$ cat config.mk
export PLATFORM = sky130hd
export DESIGN_NAME = pc_sequencer
export DESIGN_NICKNAME = d
export VERILOG_FILES = /design/src/rtl/pc_sequencer.sv
export SDC_FILE = /design/constraint.sdc
export NUM_CORES = 1
export LEC_CHECK = 0
export BUFFER_PORTS_ARGS = -buffer_cell sky130_fd_sc_hd__buf_2
export CORE_MARGIN = 3
export CORE_UTILIZATION = 35
export DETAILED_ROUTE_END_ITERATION = 8
export MAX_ROUTING_LAYER = met4
export SLEW_MARGIN = 20
export SYNTH_ARGS = -nofsm -noshare
export SYNTH_HDL_FRONTEND = slang
export SYNTH_SLANG_ARGS = --single-unit
$ cat constraint.sdc
create_clock -name clk -period 5 [get_ports clk]
set_input_delay 0.25 -clock clk [delete_from_list [all_inputs] [get_ports clk]]
set_output_delay 0.25 -clock clk [all_outputs]
set_load 0.005 [all_outputs]
$ cat src/rtl/pc_sequencer.sv
`default_nettype none
// ============================================================================
//  Module      : pc_sequencer
//  Description : Program-counter sequencer. Holds the PC register and selects
//                its next value from a sequential step, an absolute jump, a
//                signed relative branch, or call/return through a small
//                internal LIFO return-address stack.
//  Revision    : 1.0 - initial parametrised release
// ----------------------------------------------------------------------------
//  Parameters
//    WIDTH      PC / address width in bits (2..32)
//    STEP       sequential increment added to the PC
//    RESET_VEC  PC value loaded on reset
//    DEPTH      return-stack entries (power of two, 2..16)
//  Ports
//    clk        in   rising-edge clock
//    reset      in   asynchronous active-high reset, clears all state
//    enable     in   1 = PC may advance; 0 = stall, everything holds
//    jumpEn     in   absolute jump to jumpAddr
//    jumpAddr   in   absolute target (also the call target)
//    branchEn   in   relative branch by branchOff
//    branchOff  in   two's-complement offset added to pcCount
//    callEn     in   push pcCount+STEP, jump to jumpAddr
//    retEn      in   pop return address into PC
//    pcCount    out  current PC (registered)
//    pcPlusStep out  pcCount + STEP (combinational)
//    stackDepth out  number of valid return-stack entries
//    overflow   out  sticky: call issued with the stack full
//    underflow  out  sticky: return issued with the stack empty
//    wrapped    out  one-cycle pulse after a step that carried out
//  Command priority when enable=1: retEn > callEn > jumpEn > branchEn > step
// ============================================================================
module pc_sequencer #(
  parameter int WIDTH     = 8,
  parameter int STEP      = 1,
  parameter int RESET_VEC = 0,
  parameter int DEPTH     = 4
) (
  input  logic                     clk,
  input  logic                     reset,
  input  logic                     enable,
  input  logic                     jumpEn,
  input  logic [WIDTH-1:0]         jumpAddr,
  input  logic                     branchEn,
  input  logic [WIDTH-1:0]         branchOff,
  input  logic                     callEn,
  input  logic                     retEn,
  output logic [WIDTH-1:0]         pcCount,
  output logic [WIDTH-1:0]         pcPlusStep,
  output logic [$clog2(DEPTH):0]   stackDepth,
  output logic                     overflow,
  output logic                     underflow,
  output logic                     wrapped
);

  // --------------------------------------------------------------------------
  // Constants
  // --------------------------------------------------------------------------
  localparam int               c_PTR_W     = $clog2(DEPTH);
  localparam int               c_CNT_W     = c_PTR_W + 1;
  localparam logic [WIDTH-1:0] c_STEP      = WIDTH'(STEP);
  localparam logic [WIDTH-1:0] c_RESET_VEC = WIDTH'(RESET_VEC);
  localparam logic [c_CNT_W-1:0] c_FULL    = c_CNT_W'(DEPTH);

  // --------------------------------------------------------------------------
  // State
  // --------------------------------------------------------------------------
  logic [WIDTH-1:0]   r_pc;
  logic [c_CNT_W-1:0] r_depth;
  logic               r_overflow;
  logic               r_underflow;
  logic               r_wrapped;
  // Stack contents are not reset: only entries below r_depth are ever read.
  logic [WIDTH-1:0]   r_stack [DEPTH];

  // --------------------------------------------------------------------------
  // Next-state logic
  // --------------------------------------------------------------------------
  // One extra bit on the step sum so the carry-out can drive the wrap pulse.
  logic [WIDTH:0]       w_sum;
  logic [WIDTH-1:0]     w_branchTarget;
  logic                 w_empty;
  logic                 w_full;
  logic [c_PTR_W-1:0]   w_topIdx;
  logic [c_PTR_W-1:0]   w_pushIdx;
  logic [WIDTH-1:0]     w_pcNext;
  logic [c_CNT_W-1:0]   w_depthNext;
  logic                 w_push;
  logic                 w_setOverflow;
  logic                 w_setUnderflow;
  logic                 w_wrapNext;

  assign w_sum          = {1'b0, r_pc} + {1'b0, c_STEP};
  assign w_branchTarget = r_pc + branchOff;   // carry discarded: modulo 2^WIDTH
  assign w_empty        = (r_depth == '0);
  assign w_full         = (r_depth == c_FULL);
  // Top-of-stack is one below the fill count; the push slot is the fill count
  // itself. Truncation is safe: pushIdx is only used when not full and topIdx
  // only when not empty.
  assign w_topIdx       = c_PTR_W'(r_depth - 1'b1);
  assign w_pushIdx      = c_PTR_W'(r_depth);

  always_comb begin
    w_pcNext       = r_pc;
    w_depthNext    = r_depth;
    w_push         = 1'b0;
    w_setOverflow  = 1'b0;
    w_setUnderflow = 1'b0;
    w_wrapNext     = 1'b0;

    if (enable) begin
      if (retEn) begin
        if (!w_empty) begin
          w_pcNext    = r_stack[w_topIdx];
          w_depthNext = r_depth - 1'b1;
        end else begin
          // Empty return degrades to a plain step but never raises wrapped.
          w_pcNext       = w_sum[WIDTH-1:0];
          w_setUnderflow = 1'b1;
        end
      end else if (callEn) begin
        w_pcNext = jumpAddr;
        if (!w_full) begin
          w_push      = 1'b1;
          w_depthNext = r_depth + 1'b1;
        end else begin
          w_setOverflow = 1'b1;
        end
      end else if (jumpEn) begin
        w_pcNext = jumpAddr;
      end else if (branchEn) begin
        w_pcNext = w_branchTarget;
      end else begin
        w_pcNext   = w_sum[WIDTH-1:0];
        w_wrapNext = w_sum[WIDTH];
      end
    end
  end

  // --------------------------------------------------------------------------
  // Registers
  // --------------------------------------------------------------------------
  always_ff @(posedge clk or posedge reset) begin
    if (reset) begin
      r_pc        <= c_RESET_VEC;
      r_depth     <= '0;
      r_overflow  <= 1'b0;
      r_underflow <= 1'b0;
      r_wrapped   <= 1'b0;
    end else begin
      r_pc        <= w_pcNext;
      r_depth     <= w_depthNext;
      r_overflow  <= r_overflow  | w_setOverflow;
      r_underflow <= r_underflow | w_setUnderflow;
      r_wrapped   <= w_wrapNext;
    end
  end

  // The return address is pcCount+STEP of the call cycle, i.e. the low bits
  // of the step sum.
  always_ff @(posedge clk) begin
    if (w_push && !reset) begin
      r_stack[w_pushIdx] <= w_sum[WIDTH-1:0];
    end
  end

  // --------------------------------------------------------------------------
  // Outputs
  // --------------------------------------------------------------------------
  assign pcCount    = r_pc;
  assign pcPlusStep = w_sum[WIDTH-1:0];
  assign stackDepth = r_depth;
  assign overflow   = r_overflow;
  assign underflow  = r_underflow;
  assign wrapped    = r_wrapped;

endmodule
`default_nettype wire

==> impl_metrics.yaml <==
placement:
  placedCellCount: 358
  gp_congestion: 0.772
  place.port_buffers: 44
  hpwl_um: 4380
  placed_cell_area_um2: 2910
yosys:
  synth_top_area_share_pct: 36.3
  synth_area_leaders: "edfxtp_1, dfrtp_1, ha_1, mux4_1, xnor2_1"
  yosysWarnings: 0
  synth-async-reset-ratio_pct: 30.4
  synth_ff_type: "edfxtp_1"
  syn_area_um2: 2640
  yosysMostFrequentCell: "edfxtp_1"
  yosys.area.top_type: "edfxtp_1"
  synth_cell_type_count: 47
  ys_seq_area_share_pct: 49.6
  synth_commonest_cells: "edfxtp_1, nand2_1, dfrtp_1"
  synth.avg_cell_area_um2: 11.6
  synth_seq_cells: 46
  synth_nets: 264
  netlist_instances: 227
  synth_edf_count: 32
timing:
  rsz0062_at_grt: "no"
  final.period_utilization_pct: 47.6
  final-setup-viol-count: 0
  worst_slew_pin_slew_ns: 0.615
  finClkSkew_ns: 0.00896
  relSlewSlack_pct: 59.0
  final_hold_viol_count: 0
  drv_slew: 0
  fmax_mhz: 420
  period_needed_ns: 2.38
  tns_ns: 0
worst_setup_path:
  startpoint_type: "flop"
  path_class: "reg2reg"
  cp_data_arrival_time_ns: 2.35
  ff2ff_setup_slack_ns: 2.62
  endpoint_kind: "flop"
  cp-startpoint: "stackDepth[0]"
  crit_required_ns: 4.97
  path_max_fanout: 13
  r2r_start: "stackDepth[0]"
clock_network:
  post_cts_buffers: 0
  clock_sink_count: 46
  h-tree-depth: 2
  cts_buffers: 5
  cts_tree: "yes"
  cts_hold_buffers: 0
  clk_pin_slew_ns: 0.09
  clockBufferDepth: 2
  clkLatencyLatePin_ns: 0.30
  cts_resized: 0
  clockRootBuffer: "clkbuf_8"
finish:
  area_delta_synth_final_pct: 13.7
  stdcell_count: 366
  drive_gt1_share_pct: 22.5
  fin_area_um2: 3010
  insertedDiodeCount: 0
  nets: 303
power_and_ir_drop:
  cellLeakagePower_nw: 1.22
  peakVddDrop_v: 0.000261
  p_per_area_nw_per_um2: 498
die:
  num_rows: 31
  start_util_pct: 36.3
  ios: 45
  chipWidth_um: 92.9
  die_area_um2: 8630
  core_area_um2: 7290
  die_h_um: 92.9
worst_hold_path:
  min_path_type: "in2async"
detailed_routing:
  via_per_inst: 5.00
  drc: 0
  dr.pass1.iters: 4
  finalWirelength_um: 5680
  antenna_left: 0
  avgRoutedWirePerCell_um: 15.5
  drt_iter0_drc: 83
  dr_total_vias: 1829
global_route:
  antenna_found_initial: 0
  grt_first_pass_wirelength_um: 9540
  overflow: 0
  grt_max_degree: 22
  grt_pass1_vias: 1880
  track_usage_pct: 14.5
job:
  drv_cap: 0
status:
  status: "finished, final reports clean"
-- placed cells by master (no fill, tap or decap), types with 2 or more instances in the layout --
cell type / netlist / routed
xnor2_1: 8 / 8
dfrtp_1: 14 / 14
a21oi_1: 9 / 9
nor2b_1: 5 / 5
nor2_1: 13 / 13
xor2_1: 5 / 5
o21ai_0: 12 / 12
nand3_1: 9 / 9
a31oi_1: 3 / 3
a211oi_1: 3 / 3
mux4_1: 6 / 6
ha_1: 13 / 13
clkbuf_8: 1 / 5
mux2i_1: 5 / 5
mux4_2: 2 / 2
inv_1: 13 / 13
nand2b_1: 2 / 2
and2_1: 4 / 4
edfxtp_1: 32 / 32
o221ai_1: 2 / 2
or2_2: 4 / 4
buf_2: 3 / 44
o211ai_1: 9 / 9
o31a_1: 2 / 2
nand2_1: 18 / 18
nor3_1: 4 / 4
-- state kept, by name, indices dropped and copies added, names as in the netlist --
name,count
overflow,1
stackDepth,3
pcCount,8
underflow,1
r_stack,32
wrapped,1
-- critical path, stage by stage (launching register included) --
cell and delay, ns:
dfrtp_1 0.68, inv_1 0.17, ha_1 0.30, nand2_1 0.09, nand2_1 0.07, nor3_1 0.32, and2_1 0.43
-- layout make-up --
cell class                 instances  area [um^2]
timing repair buffer              44          220
clock buffer                       5         68.8
clock inverter                     3         25.0
multi-input combinational        156         1210
sequential                        46         1310
tap                               99          124
fill                             744         4290
inverter                          13         48.8
-- where the power goes --
part	switching, mW	internal, mW
sequential	0.0922	0.504
combinational	0.345	0.321
clock	0.134	0.101
total	0.571	0.926
-- kinds of logic (layout without fill, tap and decap cells) --
kind of cell	count (synthesis)	in the layout	synth area share, %
AOI/OAI and AO/OA	53	53	13.3
xor gates and xnor gates	13	13	4.31
adders and majority gates	14	14	6.91
buffers and inverters	25	65	4.68
DFF	46	46	49.6
muxes	13	13	9.56
and+or+nand+nor	63	63	11.6
-- layer usage --
layer	global-route usage, %	vias to the layer above	wire (um)
met5	-	-	0
met1	19.7	862	2640
met3	3.33	5	310
met2	22.1	42	2680
li1	-	920	-
met4	3.91	0	44
-- path summary, 6_finish.rpt --
kind / cells past startpoint / endpoint
max in group asynchronous: 2 / stackDepth[0]
min in group clk: 3 / pcCount[2]
setup reg to reg: 6 / r_stack[3][7]
hold / removal: 2 / stackDepth[1]
setup / recovery: 6 / r_stack[3][7]
hold reg to reg: 1 / underflow
-- through the flow --
| step | power, mW | worst slack, ns | hold WS [ns] | util (%) |
|---|---|---|---|---|
| 3_3_place_gp | 1.27 | 2.63 | 0.364 | 39.9 |
| 3_5_place_dp | 1.28 | 2.61 | 0.366 | 39.9 |
| 4_1_cts | 1.52 | 2.60 | 0.0285 | 41.2 |
| 6_report | 1.50 | 2.62 | 0.0226 | 41.2 |
| 2_1_floorplan | 1.09 | 3.05 | 0.139 | - |
| 5_1_grt | 1.63 | 2.40 | 0.0689 | 41.2 |
(Power assumes the default switching activity.)
